## src/rtl/instr_loader.sv

```systemverilog
// instr_loader
//   Fills the instruction memory from a framed byte stream and holds the
//   pipeline while doing so.
//   Frame: LEN_HI, LEN_LO (word count N), 4*N data bytes (words MSB first),
//   CHK = XOR of all data bytes.
// Ports
//   clk, rst            clock, asynchronous active-high reset
//   START               begin a load (honoured in IDLE / FIN_OK / FIN_ERR)
//   BYTE_VALID/DATA     byte source, transfers when BYTE_READY is also high
//   BYTE_READY          registered, high in every loading state
//   WR_EN/ADDRESS/DATA  one-cycle word write strobe with held address/data
//   CPU_HOLD            pipeline hold while loading
//   DONE / ERROR        sticky completion / failure status
module instr_loader #(
   parameter logic [31:0] BASE_ADDR = 32'h0000_0000,
   parameter int unsigned MAX_WORDS = 256,
   parameter int unsigned TIMEOUT   = 1000
) (
   input  logic        clk,
   input  logic        rst,
   input  logic        START,
   input  logic        BYTE_VALID,
   input  logic [7:0]  BYTE_DATA,
   output logic        BYTE_READY,
   output logic        WR_EN,
   output logic [31:0] WR_ADDRESS,
   output logic [31:0] WR_DATA,
   output logic        CPU_HOLD,
   output logic        DONE,
   output logic        ERROR
);

   localparam int unsigned TW = $clog2(TIMEOUT + 1);

   typedef enum logic [2:0] {
      S_IDLE, S_LEN_HI, S_LEN_LO, S_DATA, S_CHECK, S_FIN_OK, S_FIN_ERR
   } state_t;

   state_t        state_q, state_d;
   logic [15:0]   len_q, len_d;
   logic [15:0]   widx_q, widx_d;
   logic [1:0]    bidx_q, bidx_d;
   logic [23:0]   word_q, word_d;    // first three bytes of the word in flight
   logic [7:0]    acc_q, acc_d;
   logic [TW-1:0] tmo_q, tmo_d;
   logic          rdy_q, rdy_d;
   logic          wr_en_q, wr_en_d;
   logic [31:0]   wr_addr_q, wr_addr_d;
   logic [31:0]   wr_data_q, wr_data_d;
   logic          accept;
   logic [15:0]   n_len;

   function automatic logic loading(input state_t s);
      return (s == S_LEN_HI) || (s == S_LEN_LO) || (s == S_DATA) || (s == S_CHECK);
   endfunction

   always_ff @(posedge clk or posedge rst) begin
      if (rst) begin
         state_q   <= S_IDLE;
         len_q     <= '0;
         widx_q    <= '0;
         bidx_q    <= '0;
         word_q    <= '0;
         acc_q     <= '0;
         tmo_q     <= '0;
         rdy_q     <= 1'b0;
         wr_en_q   <= 1'b0;
         wr_addr_q <= BASE_ADDR;
         wr_data_q <= '0;
      end else begin
         state_q   <= state_d;
         len_q     <= len_d;
         widx_q    <= widx_d;
         bidx_q    <= bidx_d;
         word_q    <= word_d;
         acc_q     <= acc_d;
         tmo_q     <= tmo_d;
         rdy_q     <= rdy_d;
         wr_en_q   <= wr_en_d;
         wr_addr_q <= wr_addr_d;
         wr_data_q <= wr_data_d;
      end
   end

   always_comb begin
      state_d   = state_q;
      len_d     = len_q;
      widx_d    = widx_q;
      bidx_d    = bidx_q;
      word_d    = word_q;
      acc_d     = acc_q;
      tmo_d     = tmo_q;
      wr_en_d   = 1'b0;
      wr_addr_d = wr_addr_q;
      wr_data_d = wr_data_q;
      accept    = BYTE_VALID && rdy_q;
      n_len     = {len_q[15:8], BYTE_DATA};

      case (state_q)
         S_IDLE, S_FIN_OK, S_FIN_ERR: begin
            if (START) begin
               state_d = S_LEN_HI;
               widx_d  = '0;
               bidx_d  = '0;
               acc_d   = '0;
               tmo_d   = '0;
            end
         end
         S_LEN_HI: begin
            if (accept) begin
               len_d   = {BYTE_DATA, 8'h00};
               state_d = S_LEN_LO;
            end
         end
         S_LEN_LO: begin
            if (accept) begin
               len_d = n_len;
               if (n_len == 16'd0)                state_d = S_CHECK;
               else if (32'(n_len) > MAX_WORDS)   state_d = S_FIN_ERR;
               else                               state_d = S_DATA;
            end
         end
         S_DATA: begin
            if (accept) begin
               word_d = {word_q[15:0], BYTE_DATA};
               acc_d  = acc_q ^ BYTE_DATA;
               bidx_d = bidx_q + 2'd1;
               if (bidx_q == 2'd3) begin
                  // address wraps modulo 2^32 by construction
                  wr_en_d   = 1'b1;
                  wr_addr_d = BASE_ADDR + {14'b0, widx_q, 2'b00};
                  wr_data_d = {word_q, BYTE_DATA};
                  widx_d    = widx_q + 16'd1;
                  if (widx_q == len_q - 16'd1) state_d = S_CHECK;
               end
            end
         end
         S_CHECK: begin
            if (accept) state_d = (BYTE_DATA == acc_q) ? S_FIN_OK : S_FIN_ERR;
         end
         default: state_d = S_IDLE;
      endcase

      // Idle-cycle watchdog: a byte accepted on the expiring edge wins.
      if (loading(state_q)) begin
         if (accept) begin
            tmo_d = '0;
         end else if (tmo_q == TW'(TIMEOUT - 1)) begin
            state_d = S_FIN_ERR;
            tmo_d   = '0;
         end else begin
            tmo_d = tmo_q + 1'b1;
         end
      end

      rdy_d = loading(state_d);
   end

   assign BYTE_READY = rdy_q;
   assign WR_EN      = wr_en_q;
   assign WR_ADDRESS = wr_addr_q;
   assign WR_DATA    = wr_data_q;
   assign CPU_HOLD   = loading(state_q);
   assign DONE       = (state_q == S_FIN_OK);
   assign ERROR      = (state_q == S_FIN_ERR);

endmodule

```

## config.mk

```make
export PLATFORM = sky130hd
export DESIGN_NAME = instr_loader
export DESIGN_NICKNAME = d
export VERILOG_FILES = /design/src/rtl/instr_loader.sv
export SDC_FILE = /design/constraint.sdc
export NUM_CORES = 1
export LEC_CHECK = 0
export ABC_AREA = 1
export BUFFER_PORTS_ARGS = -buffer_cell sky130_fd_sc_hd__buf_2
export CORE_MARGIN = 2
export CORE_UTILIZATION = 50
export CTS_BUF_LIST = sky130_fd_sc_hd__clkbuf_8
export DETAILED_ROUTE_END_ITERATION = 16
export GPL_TIMING_DRIVEN = 0
export MAX_ROUTING_LAYER = met4
export PLACE_DENSITY_LB_ADDON = 0.2
export SYNTH_ARGS = -nofsm -noshare
export SYNTH_HDL_FRONTEND = slang
export SYNTH_SLANG_ARGS = --single-unit
export TNS_END_PERCENT = 5
```

## constraint.sdc

```tcl
create_clock -name clk -period 4.4 [get_ports clk]
set_input_delay 0.22 -clock clk [delete_from_list [all_inputs] [get_ports clk]]
set_output_delay 0.22 -clock clk [all_outputs]
set_load 0.01 [all_outputs]
```

==> results.toml <==
[synthesis]
synth.distinct_cells = 39
synth_top_family_by_area = "simple AND/OR/NAND/NOR gates"
synth_common_cells = "nand2_1 (200), dfrtp_1 (129), inv_1 (96)"
synth-seq-cells = 129
synth_largest_area_cell = "dfrtp_1"
dominantRegCellSynth = "dfrtp_1"
synth_compound_area_share_pct = 12.3
netlist_top_cells_area = "dfrtp_1 (51%), nand2_1 (12%), o21ai_0 (6.7%)"
synth-async-reset-ratio_pct = 100
synth-edff-count = 0
synth-xor-area-share_pct = 3.74
syn_area_um2 = 6330
ys.warnings.count = 0
synth.most_common_cell = "nand2_1"
muxShareOfSynthArea_pct = 0
ys_seq_area_share_pct = 51.0
synthAdderAreaFrac_pct = 0.791
synth_cells = 774
syn_avg_cell_area_um2 = 8.17
synth_top_area_share_pct = 51.0
synth-simple-area-share_pct = 22.7

[pwr]
powerDensity_nw_per_um2 = 582
peakVddDrop_mv = 0.306
p_leak_nw = 3.86

[detailed_routing]
dr_wl_met3_um = 830
wl_per_cell_um = 14.6
drtIter0Drc = 379
met1_length_mm = 7.14
wl_mm = 15.4
first_pass_iters = 5
routed_via_density = 5.16
drc_errors = 0
vias = 5466
drtAntennaViolNets = 0
dr_wl_met2_mm = 7.15
dr.max_layer_used = "met4"

[cts]
clk_latency_ps = 460
cts_root_buf = "clkbuf_8"
clkSinkCount = 129
cts_tree = "built"
cts-resized-gates = 0
clk_pin_slew_worst_paths_ps = 70
post_cts_buffers = 0
numCtsBuffers = 17
cts_buffer_depth = 2
h-tree-depth = 4

[worst_setup_path]
critical_path.startpoint_type = "register"
cp.arrival_ps = 2770
cp_common_cell = "nand3_1"
endpoint_kind = "register"
cp_cell_sequence = "inv_1 > ha_1 > nand3_1 > nor2_2 > nand2_1 > xor2_1 > nand3_1 > nor2_1 > nand4_1 > nand3_1 > nand2_1 > inv_1 > nor2_1"
cp_max_fo = 6
cp_slowest_cell = "dfrtp_1"
critPathRequiredTime_ps = 4750
crit_type = "reg -> reg"
cpPeakStageDelay_ps = 400

[grt]
antenna_found_initial = 0
first_global_vias = 5170
grt_pass1_wl_mm = 25.3
grt_max_degree = 78
gr-total-overflow = 0
grt_usage_pct = 25.3

[timing]
fmax_mhz = 413
maxSlewHeadroom_pct = 58.2
finalWorstSetupSlack_ps = 1980
setup_tns_ps = 0
final-max-slew-violation-count = 0
post-route-period-util_pct = 55.0
whs_ps = 63.5
rsz0062_at_grt = "false"
timing_hold_violations_final = 0
worst_pin_slew_ps = 621
period_needed_ps = 2420
setup_viol = 0
clock_skew_ps = 9.43

[cells_and_area]
area_growth_pct = 17.0
antenna_cells = 0
finalInstanceArea_um2 = 7400
fin_cells = 1059
drive_gt1_share_pct = 15.4
final.fill_count = 1159
final_nets = 890

[die]
die_y_um = 116
core_um2 = 12500
fp.dieArea_um2 = 13600
initial_utilization_pct = 50.8
num_rows = 41
io_pins = 81
die_width_um = 116

[placement]
place_ws_ps = 2050
place_area_um2 = 6950
gp_congestion = 0.957
portBuffers = 64
dp_cells = 1026
dp_hpwl_mm = 11.4

[run]
cap_violations = 0

[status]
status = "finished, final reports clean"

[min_path]
hold_path.class = "in -> reg"
==> worst max-delay path: cells and delay by family (launching register included) <==
kind	cells	cell delay, ps
flip-flops	1	400
AND/OR/NAND/NOR	9	1300
adder cells (fa/ha/maj)	1	200
buffers and inverters	2	150
XOR/XNOR	1	250
==> cell usage in the layout (no fill, tap or decap), types with 2 or more instances in the layout <==
cell	Yosys	final
nand2_1	200	200
dfrtp_1	129	129
inv_1	96	99
o21ai_0	85	85
buf_2	4	68
nor2_1	53	53
nand3_1	39	39
clkbuf_8	0	20
xor2_1	18	18
a21oi_1	18	18
buf_4	16	16
conb_1	1	16
nor3_1	15	15
clkbuf_1	14	14
o22ai_1	12	12
inv_2	9	9
xnor2_1	9	9
nand4_1	8	8
a22o_1	6	6
o21ai_1	6	6
o31ai_1	5	5
ha_1	4	4
bufinv_16	0	4
nor3_4	3	3
nor4_1	3	3
clkinv_4	0	3
clkinv_1	2	2
nor2_4	2	2
a31oi_1	2	2
nor3_2	2	2
nor2_2	2	2
==> cells by family (layout without fill, tap and decap cells) <==
logic type	Yosys count	in the layout
xor gates and xnor gates	27	27
DFF	129	129
adders and majority gates	4	4
AOI/OAI and AO/OA	140	140
other	1	16
buffers and inverters	141	239
and+or+nand+nor	332	332
==> layer usage <==
metal  global-route usage (%)  vias up
li1                         -     2659
met1                     33.4     2612
met2                     38.7      166
met3                     4.88       29
met4                     9.92        0
met5                        -        -
==> area by class of cell <==
cell class / count / area [um2] / area share [%]
flip-flops and latches: 129 / 3230 / 43.6
multi-input cells: 519 / 2560 / 34.6
inverters: 107 / 407 / 5.49
repair buffers: 66 / 358 / 4.83
clock buffers: 20 / 275 / 3.72
well taps: 172 / 215 / 2.91
plain buffers: 34 / 193 / 2.60
clock inverters: 12 / 166 / 2.25
==> where the power goes <==
group          total, mW  internal (mW)  switching (mW)
Sequential          1.65           1.45           0.195
Clock               1.12          0.656           0.460
Combinational       1.55          0.520            1.03
==> flip-flops by register name, summed over array words and instances, names as in the netlist, 2 cells and up <==
register,flops
len_q,16
WR_DATA,32
word_q,24
bidx_q,2
widx_q,16
acc_q,8
tmo_q,10
state_q,3
WR_ADDRESS,16
==> what timing repair did <==
item	in CTS	in global routing
hold buffers	1	0
setup endpoints to repair	0	0
endpoints found under the hold margin	52	0
==> path summary, 6_finish.rpt <==
path	from	to	slack (ps)	cells past startpoint
max	len_q[0]	BYTE_READY	1980	13
min	BYTE_DATA[7]	len_q[15]	60	3
max reg2reg	len_q[0]	BYTE_READY	1980	13
min reg2reg	WR_ADDRESS[2]	WR_ADDRESS[2]	470	2
max in group asynchronous	rst	widx_q[8]	3320	4
min in group asynchronous	rst	acc_q[5]	340	3
==> through the flow <==
step           utilization, %  power (mW)
2_1_floorplan               -        2.77
3_3_place_gp             55.5        3.11
3_5_place_dp             55.8        3.19
4_1_cts                  59.4        4.31
5_1_grt                  59.4        4.61
6_report                 59.4        4.31
No activity file was read; power rests on OpenSTA's default activity.
